==> src/rtl/card_mailbox_if.sv <==
// Apple II slot bus as seen by a card-side responder: clock, reset, address,
// write data, direction and phi0.
interface a2bus_if;
    logic        clk_logic;
    logic        system_reset_n;
    logic [15:0] addr;
    logic [7:0]  data;
    logic        rw_n;
    logic        phi0;

    modport master (output clk_logic, system_reset_n, addr, data, rw_n, phi0);
    modport slave  (input  clk_logic, system_reset_n, addr, data, rw_n, phi0);
endinterface

==> src/rtl/card_mailbox.sv <==
// 6502 <-> FPGA byte mailbox in the slot device-select space, with a sticky
// ROM-release request. Optional FPGA-to-host FIFO: CARD_MAILBOX_F2H_EN.
module card_mailbox #(
    parameter int         SLOT        = 7,
    parameter int         DEPTH       = 4,
    parameter logic [7:0] RELEASE_CMD = 8'hA5
) (
    a2bus_if.slave bus,
    output logic [7:0] h2f_data_o,
    output logic       h2f_valid_o,
    input  logic       h2f_ready_i,
    input  logic [7:0] f2h_data_i,
    input  logic       f2h_valid_i,
    output logic       f2h_ready_o,
    output logic [7:0] data_o,
    output logic       rd_en_o,
    output logic       req_rom_release_o
);
    localparam int          AW   = $clog2(DEPTH);
    localparam logic [15:0] BASE = 16'hC080 + 16'(SLOT * 16);

    typedef enum logic [1:0] {IDLE, PENDING, RELEASED} state_e;

    logic       clk, rst_n;
    logic       phi0_q, phi0_d;
    logic       ovf_q, ovf_d;
    state_e     state_q, state_d;
    logic       hit, cyc_end, tx_wr, ctrl_wr, rx_rd, st_rd;
    logic [7:0] status, rx_data;
    logic       f2h_nonempty;

    assign clk   = bus.clk_logic;
    assign rst_n = bus.system_reset_n;

    // Bus cycle ends on the falling edge of phi0; all 6502 side effects land here.
    assign hit     = (bus.addr[15:4] == BASE[15:4]) && (bus.addr[3:2] == 2'b00);
    assign cyc_end = phi0_q & ~bus.phi0;
    assign tx_wr   = cyc_end & hit & ~bus.rw_n & (bus.addr[1:0] == 2'd0);
    assign rx_rd   = cyc_end & hit &  bus.rw_n & (bus.addr[1:0] == 2'd1);
    assign st_rd   = cyc_end & hit &  bus.rw_n & (bus.addr[1:0] == 2'd2);
    assign ctrl_wr = cyc_end & hit & ~bus.rw_n & (bus.addr[1:0] == 2'd3);
    assign phi0_d  = bus.phi0;

    // Host-to-FPGA FIFO
    logic [AW:0] h2f_wr_q, h2f_wr_d, h2f_rd_q, h2f_rd_d;
    logic [7:0]  h2f_mem_q [DEPTH];
    logic [7:0]  h2f_mem_d [DEPTH];
    logic        h2f_empty, h2f_full, h2f_push, h2f_pop;

    assign h2f_empty   = (h2f_wr_q == h2f_rd_q);
    assign h2f_full    = (h2f_wr_q[AW] != h2f_rd_q[AW]) && (h2f_wr_q[AW-1:0] == h2f_rd_q[AW-1:0]);
    assign h2f_pop     = ~h2f_empty & h2f_ready_i;
    // A pop frees the slot first, so a write to a full FIFO that is draining is kept.
    assign h2f_push    = tx_wr & (~h2f_full | h2f_pop);
    assign h2f_valid_o = ~h2f_empty;
    assign h2f_data_o  = h2f_empty ? 8'h00 : h2f_mem_q[h2f_rd_q[AW-1:0]];

    always_comb begin
        h2f_mem_d = h2f_mem_q;
        h2f_wr_d  = h2f_wr_q;
        h2f_rd_d  = h2f_rd_q;
        ovf_d     = ovf_q;
        if (h2f_push) begin
            h2f_mem_d[h2f_wr_q[AW-1:0]] = bus.data;
            h2f_wr_d = h2f_wr_q + 1'b1;
        end
        if (h2f_pop)
            h2f_rd_d = h2f_rd_q + 1'b1;
        if (tx_wr && !h2f_push)
            ovf_d = 1'b1;
        else if (st_rd)
            ovf_d = 1'b0;
    end

`ifdef CARD_MAILBOX_F2H_EN
    // FPGA-to-host FIFO; the producer only pushes against an advertised ready.
    logic [AW:0] f2h_wr_q, f2h_wr_d, f2h_rd_q, f2h_rd_d;
    logic [7:0]  f2h_mem_q [DEPTH];
    logic [7:0]  f2h_mem_d [DEPTH];
    logic        f2h_full, f2h_push, f2h_pop;

    assign f2h_nonempty = (f2h_wr_q != f2h_rd_q);
    assign f2h_full     = (f2h_wr_q[AW] != f2h_rd_q[AW]) && (f2h_wr_q[AW-1:0] == f2h_rd_q[AW-1:0]);
    assign f2h_ready_o  = ~f2h_full;
    assign f2h_push     = f2h_valid_i & ~f2h_full;
    assign f2h_pop      = rx_rd & f2h_nonempty;
    assign rx_data      = f2h_nonempty ? f2h_mem_q[f2h_rd_q[AW-1:0]] : 8'h00;

    always_comb begin
        f2h_mem_d = f2h_mem_q;
        f2h_wr_d  = f2h_wr_q;
        f2h_rd_d  = f2h_rd_q;
        if (f2h_push) begin
            f2h_mem_d[f2h_wr_q[AW-1:0]] = f2h_data_i;
            f2h_wr_d = f2h_wr_q + 1'b1;
        end
        if (f2h_pop)
            f2h_rd_d = f2h_rd_q + 1'b1;
    end

    always_ff @(posedge clk or negedge rst_n) begin
        if (!rst_n) begin
            f2h_wr_q <= '0;
            f2h_rd_q <= '0;
        end else begin
            f2h_wr_q <= f2h_wr_d;
            f2h_rd_q <= f2h_rd_d;
        end
    end

    always_ff @(posedge clk)
        f2h_mem_q <= f2h_mem_d;
`else
    logic f2h_unused;
    assign f2h_unused   = ^{f2h_data_i, f2h_valid_i, rx_rd};
    assign f2h_nonempty = 1'b0;
    assign f2h_ready_o  = 1'b0;
    assign rx_data      = 8'h00;
`endif

    always_comb begin
        state_d = state_q;
        case (state_q)
            IDLE:
                if (ctrl_wr && bus.data == RELEASE_CMD)
                    state_d = PENDING;
            PENDING:
                if (ctrl_wr && bus.data != RELEASE_CMD)
                    state_d = IDLE;
                else if (h2f_empty && !h2f_push)
                    state_d = RELEASED;
            RELEASED:
                state_d = RELEASED;
            default:
                state_d = IDLE;
        endcase
    end

    always_ff @(posedge clk or negedge rst_n) begin
        if (!rst_n) begin
            phi0_q   <= 1'b0;
            ovf_q    <= 1'b0;
            state_q  <= IDLE;
            h2f_wr_q <= '0;
            h2f_rd_q <= '0;
        end else begin
            phi0_q   <= phi0_d;
            ovf_q    <= ovf_d;
            state_q  <= state_d;
            h2f_wr_q <= h2f_wr_d;
            h2f_rd_q <= h2f_rd_d;
        end
    end

    always_ff @(posedge clk)
        h2f_mem_q <= h2f_mem_d;

    assign req_rom_release_o = (state_q == RELEASED);
    assign status  = {req_rom_release_o, state_q == PENDING, 3'b000, ovf_q, f2h_nonempty, h2f_full};
    assign data_o  = (bus.addr[1:0] == 2'd1) ? rx_data : status;
    assign rd_en_o = hit & bus.rw_n & bus.phi0;
endmodule
==> src/flat_wrapper.sv <==
// flat-port wrapper written by rule: the top's interface ports become plain ports
module card_mailbox_flat 
#(
    parameter int         SLOT        = 7,
    parameter int         DEPTH       = 4,
    parameter logic [7:0] RELEASE_CMD = 8'hA5
)
  (h2f_data_o, h2f_valid_o, h2f_ready_i, f2h_data_i, f2h_valid_i, f2h_ready_o, data_o, rd_en_o, req_rom_release_o, bus_clk_logic, bus_system_reset_n, bus_addr, bus_data, bus_rw_n, bus_phi0);
  a2bus_if bus_i ();
  output logic [7:0] h2f_data_o;
  output logic h2f_valid_o;
  input  logic h2f_ready_i;
  input  logic [7:0] f2h_data_i;
  input  logic f2h_valid_i;
  output logic f2h_ready_o;
  output logic [7:0] data_o;
  output logic rd_en_o;
  output logic req_rom_release_o;
  input wire logic [$bits(bus_i.clk_logic)-1:0] bus_clk_logic;
  input wire logic [$bits(bus_i.system_reset_n)-1:0] bus_system_reset_n;
  input wire logic [$bits(bus_i.addr)-1:0] bus_addr;
  input wire logic [$bits(bus_i.data)-1:0] bus_data;
  input wire logic [$bits(bus_i.rw_n)-1:0] bus_rw_n;
  input wire logic [$bits(bus_i.phi0)-1:0] bus_phi0;
  assign bus_i.clk_logic = bus_clk_logic;
  assign bus_i.system_reset_n = bus_system_reset_n;
  assign bus_i.addr = bus_addr;
  assign bus_i.data = bus_data;
  assign bus_i.rw_n = bus_rw_n;
  assign bus_i.phi0 = bus_phi0;
  card_mailbox #(.SLOT(SLOT), .DEPTH(DEPTH), .RELEASE_CMD(RELEASE_CMD)) u_core (.bus(bus_i), .h2f_data_o(h2f_data_o), .h2f_valid_o(h2f_valid_o), .h2f_ready_i(h2f_ready_i), .f2h_data_i(f2h_data_i), .f2h_valid_i(f2h_valid_i), .f2h_ready_o(f2h_ready_o), .data_o(data_o), .rd_en_o(rd_en_o), .req_rom_release_o(req_rom_release_o));
endmodule
==> config.mk <==
export PLATFORM = sky130hd
export DESIGN_NAME = card_mailbox_flat
export DESIGN_NICKNAME = d
export VERILOG_FILES = /design/src/rtl/card_mailbox_if.sv /design/src/rtl/card_mailbox.sv /design/src/flat_wrapper.sv
export SDC_FILE = /design/constraint.sdc
export NUM_CORES = 1
export LEC_CHECK = 0
export CORE_AREA = 3 3 95 61
export DETAILED_ROUTE_END_ITERATION = 7
export DIE_AREA = 0 0 98 64
export PLACE_DENSITY = 0.74
export REMOVE_ABC_BUFFERS = 1
export SLEW_MARGIN = 30
export SYNTH_ARGS = -nofsm -noshare
export SYNTH_HDL_FRONTEND = slang
export SYNTH_SLANG_ARGS = --single-unit
==> constraint.sdc <==
create_clock -name bus_clk_logic -period 3.34 [get_ports bus_clk_logic]
set_clock_uncertainty 0.1 [all_clocks]
set_input_delay 0.334 -clock bus_clk_logic [delete_from_list [all_inputs] [get_ports bus_clk_logic]]
set_output_delay 0.334 -clock bus_clk_logic [all_outputs]
set_load 0.05 [all_outputs]
==> results by group, run 1 <==
STA
  • Final hold vios: 0
  • Setup TNS: 0 ps
  • # setup viols final: 0
  • Final period util: 0.893
  • Number of max-slew violations in the final report: 0
  • RSZ-0062 raised after global routing: false
  • Tmin final: approximately 3000 ps
  • Maximum clock rate: 335 MHz
  • Actual slew at the worst max-slew pin: 511 ps
  • Worst slew margin: 0.658

Setup path
  • Crit path arrival time: between 2000 and 3000 ps
  • RR Startpoint: u_core.h2f_rd_q[1]$_DFFE_PN0P_
  • Worst Path Class, Setup: reg -> out
  • WP buf/inv: 1
  • Critical-path top delay cell: clkdlybuf4s50_1
  • Critical Path, Cell by Cell: xnor2_1, nand3_1, and2_1, clkdlybuf4s50_1
  • R2R depth: 4
  • Crit. Startpoint: u_core.h2f_rd_q[1]$_DFFE_PN0P_
  • R2R Setup Slk: about 960 ps
  • Startpoint types: register
  • Worst-path maximum fanout: 12
  • Critical Path RT: 2910 ps
  • Reg-to-reg endpoint: u_core.h2f_mem_q[19]$_DFFE_PP_
  • Crit path max-delay family: buffers and inverters
  • Setup crit end kind: output pin
  • Max incr delay on CP: approximately 700 ps

Global route
  • First-pass GRT wire length: 6090 um
  • Pin count of the biggest net entering global routing: 13
  • Overflow after GRT: 0
  • Gr usage total: 0.129
  • Antenna violations before repair: 0
  • Vias in the first global route: roughly 1200

Drt
  • DRC viols: 0
  • ANT nets after route: 0
  • Vias post-DR: 1174
  • DR iter-0 viols: 57
  • Total iterations of the first detailed-routing run: 4
  • Wirelength per Cell: around 16 um
  • Drt total wl: 3800 um
  • DR vias/cell: 4.89

Finish
  • Multi-input gate area: around 700 sq um
  • Nets: 216
  • Area growth from synthesis to layout: 30.1%
  • Seq. cell area: between 1000 and 1500 sq um
  • Layout cells sized above 1: 0.138
  • Layout fillers: 404
  • Final core utilization: 0.511
  • Ant diodes: 0

CTS
  • CTS tree: built
  • Root buffer cell: clkbuf_8
  • Clock sink total: 42
  • TritonCTS buffer count: 5
  • Postcts setup bufs: 0
  • Resized Gates After CTS: 0
  • Worst skew pair latency: 290 ps
  • Clock Path Buffers: 2
  • Hold-fix buffers, CTS: 0
  • CTS clk-pin slew, worst paths: 70 ps
  • Depth of the CTS H-tree: 2

Synth
  • Synth cell count leaders: edfxtp_1 (32), and2_1 (11), dfrtp_1 (10)
  • Most used DFF post-synth: edfxtp_1
  • Synth top area share: 0.491
  • Synth Warn #: 0
  • Syn Inst Count: around 130
  • Yosys cell types: 37
  • Avg Synthesized Cell Area: 15.5 sq um
  • Synthesized flop and latch total: 42
  • Seq/Total Area, Yosys: 0.619
  • Synth Cell Area: 1960 sq um
  • Post-synth EDFFs: 32
  • Share of synthesized registers carrying an async set or reset: 0.238
  • Count leader, synth: edfxtp_1
  • Main area contributors after synthesis: edfxtp_1 (49%), dfrtp_1 (13%), mux4_2 (9.2%)
  • Yosys top cell by area: edfxtp_1

Power and ir drop
  • Max IR drop VDD: 275 uV
  • Final Power: 1.77 mW
  • Pwr dens: 696 nW/um^2
  • P_leak: 0.916 nW

Floorplan
  • I/O Pins: 58
  • Die width: approximately 98 um
  • DIE AREA: 6270 sq um
  • Initial Util: 0.393
  • Area of the core: around 5000 sq um
  • Row count: 20
  • DIE HEIGHT: 64 um

Placed design
  • Port Buf Inserts: 43
  • Post-DP HPWL: 2770 um
  • Routability cong.: slightly below 0.8

Run status
  • Run status: complete, no violations

Min path
  • Type of the worst min-delay path: in -> async

Job
  • Max-cap violation count: 0
state kept, by name, summed over array words and instances, names as in the netlist:
name / count
u_core.phi0_q: 1
u_core.ovf_q: 1
u_core.state_q: 2
u_core.h2f_mem_q: 32
u_core.h2f_rd_q: 3
u_core.h2f_wr_q: 3
cell usage in the layout (no fill, tap or decap), types with 2 or more instances in the layout:
master	Yosys	routed
clkbuf_1	1	2
nor4bb_1	2	2
and3_2	2	2
dfrtp_1	10	10
mux4_2	8	8
inv_1	4	4
xnor2_1	6	6
edfxtp_1	32	32
buf_4	6	3
nand3_1	3	3
clkdlybuf4s50_1	0	42
nand2b_1	4	4
clkbuf_8	0	5
nand2_1	4	4
and2_1	11	11
conb_1	1	5
nor2b_1	2	2
nor3_1	2	2
nor2_1	3	3
xor2_1	2	2
ha_1	5	5
how the worst max path moves through the flow:
stage / endpoint / cells after the start
after floorplan: data_o[0] / 3
after CTS: h2f_data_o[2] / 4
after detailed placement: u_core.h2f_mem_q[20]$_DFFE_PP_ / 5
after global placement: u_core.h2f_mem_q[28]$_DFFE_PP_ / 5
final: h2f_data_o[2] / 4
after global routing: h2f_data_o[3] / 4
stage by stage:
step,setup WS (ps),cells,hold slack [ps],area (sq um)
after floorplan,871,121,-61.6,1910
after global placement,571,232,346,2440
after global routing,130,240,316,2540
after CTS,291,240,284,2540
after detailed placement,497,232,354,2440
final,356,240,272,2540
cell type report:
cell class,count,area share
clock buffers,7,0.0300
clock inverters,1,0.0118
flip-flops and latches,42,0.476
repair buffers,45,0.174
multi-input cells,75,0.270
inverters,4,0.00590
well taps,66,0.0325
cell families (layout without fill, tap and decap cells):
| kind of cell | Yosys count | after routing | synth area share |
|---|---|---|---|
| buffers and inverters | 13 | 57 | 0.0377 |
| AOI/OAI and AO/OA | 6 | 6 | 0.0275 |
| muxes | 10 | 10 | 0.104 |
| and+or+nand+nor | 41 | 41 | 0.142 |
| DFF | 42 | 42 | 0.619 |
| adders and majority gates | 5 | 5 | 0.0320 |
| other | 1 | 5 | 0.00192 |
| xor gates and xnor gates | 8 | 8 | 0.0358 |
metal layers:
metal / track usage / up-vias / part of all wire
li1: - / 555 / -
met1: 0.159 / 574 / 0.43
met2: 0.218 / 40 / 0.50
met3: 0.0327 / 5 / 0.058
met4: 0.0518 / 0 / 0.011
met5: 0 / - / 0
where the power goes:
| group | internal, mW | switching (mW) |
|---|---|---|
| sequential | 0.583 | 0.0573 |
| combinational | 0.320 | 0.426 |
| clock | 0.224 | 0.161 |
Power figures use the tool's default switching activity.
==> inputs of run 2 (changes only) <==
--- a/config.mk
+++ b/config.mk
@@ -9,7 +9,7 @@
 export DETAILED_ROUTE_END_ITERATION = 7
 export DIE_AREA = 0 0 98 64
 export PLACE_DENSITY = 0.74
-export REMOVE_ABC_BUFFERS = 1
+export SKIP_CTS_REPAIR_TIMING = 1
 export SLEW_MARGIN = 30
 export SYNTH_ARGS = -nofsm -noshare
 export SYNTH_HDL_FRONTEND = slang
==> results by group, run 2 (same netlist as run 1, synthesis figures left out) <==
Run status
  • Run status: complete, no violations

Finish
  • Layout fillers: 415
  • Max reg flops: 32
  • Most common cell after layout, fill and taps aside: clkdlybuf4s50_1
  • Nets: 216
  • Top flop regs: u_core.h2f_mem_q (32), u_core.h2f_rd_q (3), u_core.h2f_wr_q (3)
  • Top reg by flops: u_core.h2f_mem_q
  • Area growth from synthesis to layout: 28.8%
  • Final core utilization: 0.506
  • Layout cells sized above 1: 0.138
  • Ant diodes: 0
  • Most frequent cells in the layout: clkdlybuf4s50_1 (42), edfxtp_1 (32), and2_1 (11)

CTS
  • Clock sink total: 42
  • TritonCTS buffer count: 5
  • Root buffer cell: clkbuf_8
  • Worst skew pair latency: 290 ps
  • CTS tree: built
  • Depth of the CTS H-tree: 2
  • Clock Path Buffers: 2
  • CTS clk-pin slew, worst paths: 80 ps

Placed design
  • Port Buf Inserts: 43
  • Post-DP HPWL: around 2800 um
  • Routability cong.: about 0.81

Drt
  • Vias post-DR: 1193
  • ANT nets after route: 0
  • Total iterations of the first detailed-routing run: 4
  • Wirelength per Cell: 16.0 um
  • DR vias/cell: 4.97
  • Drt total wl: 3840 um
  • DR iter-0 viols: ~60
  • DRC viols: 0

Global route
  • Gr usage total: 0.131
  • Overflow after GRT: 0
  • Vias in the first global route: roughly 1300
  • Antenna violations before repair: 0
  • First-pass GRT wire length: 6220 um
  • Pin count of the biggest net entering global routing: 13

Setup path
  • Worst Path Class, Setup: reg -> out
  • Startpoint types: register
  • Critical Path, Cell by Cell: xnor2_1, nand3_1, and2_1, clkdlybuf4s50_1
  • Max incr delay on CP: 700 ps
  • Crit path max-delay family: simple AND/OR/NAND/NOR gates
  • Crit path arrival time: roughly 2600 ps
  • Critical Path RT: 2910 ps
  • WP buf/inv: 1
  • Setup crit end kind: output pin
  • Critical-path top delay cell: clkdlybuf4s50_1
  • Worst-path maximum fanout: 12

Floorplan
  • Die width: 98 um
  • Initial Util: 0.393
  • I/O Pins: 58
  • DIE HEIGHT: about 64 um
  • Area of the core: 4980 sq um
  • Row count: 20
  • DIE AREA: 6270 sq um

STA
  • # setup viols final: 0
  • Number of max-slew violations in the final report: 0
  • Tmin final: ~3000 ps
  • Actual slew at the worst max-slew pin: 514 ps
  • Setup TNS: 0 ps
  • Worst slew margin: 0.656
  • RSZ-0062 raised after global routing: false
  • Final period util: 0.915
  • Maximum clock rate: 327 MHz
  • Final hold vios: 0

Power and ir drop
  • Pwr dens: ~670 nW/um^2
  • Final Power: 1.69 mW
  • P_leak: between 0.9 and 1 nW
  • Max IR drop VDD: 215 uV

Min path
  • Type of the worst min-delay path: in -> async

Job
  • Max-cap violation count: 0
## run 2: path summary, 6_finish.rpt
kind | slack, ps | cells after the start | from | to
max in group asynchronous | 2540 | 1 | bus_system_reset_n | u_core.h2f_rd_q[0]$_DFFE_PN0P_
hold reg to reg | 370 | 1 | u_core.state_q[1]$_DFFE_PN0P_ | u_core.state_q[0]$_DFFE_PN0P_
min in group bus_clk_logic | 370 | 1 | u_core.state_q[1]$_DFFE_PN0P_ | u_core.state_q[0]$_DFFE_PN0P_
setup reg to reg | 950 | 4 | u_core.h2f_rd_q[1]$_DFFE_PN0P_ | u_core.h2f_mem_q[30]$_DFFE_PP_
hold / removal | 270 | 1 | bus_system_reset_n | u_core.h2f_wr_q[0]$_DFFE_PN0P_
setup / recovery | 280 | 4 | u_core.h2f_rd_q[1]$_DFFE_PN0P_ | h2f_data_o[1]
## run 2: report_power, final
part           internal [mW]  leakage, nW  switching [mW]
Combinational          0.319        0.461           0.425
Clock                  0.144       0.0426           0.164
Sequential             0.583        0.403          0.0602
Total                   1.05        0.906           0.649
## run 2: area by class of cell
cell class | instances | area (sq um) | share of cell area
clock inverter | 2 | 8.76 | 0.00348
multi-input combinational | 75 | 686 | 0.272
inverter | 4 | 15.0 | 0.00596
sequential | 42 | 1210 | 0.481
timing repair buffer | 45 | 443 | 0.176
tap | 66 | 82.6 | 0.0328
clock buffer | 6 | 72.6 | 0.0288
## run 2: through the flow
stage | hold WS [ps] | cells | setup WS (ps) | cell area (sq um)
after floorplan | -61.6 | 130 | 925 | 1970
after global placement | 346 | 232 | 562 | 2440
after detailed placement | 354 | 232 | 497 | 2440
after CTS | 273 | 240 | 231 | 2520
after global routing | 308 | 240 | 115 | 2520
final | 267 | 240 | 283 | 2520
## run 2: per-layer routing
layer,up-vias,track usage,share of wire
li1,554,-,-
met1,578,0.162,0.44
met2,54,0.215,0.48
met3,7,0.0294,0.063
met4,0,0.0674,0.021
met5,-,0,0
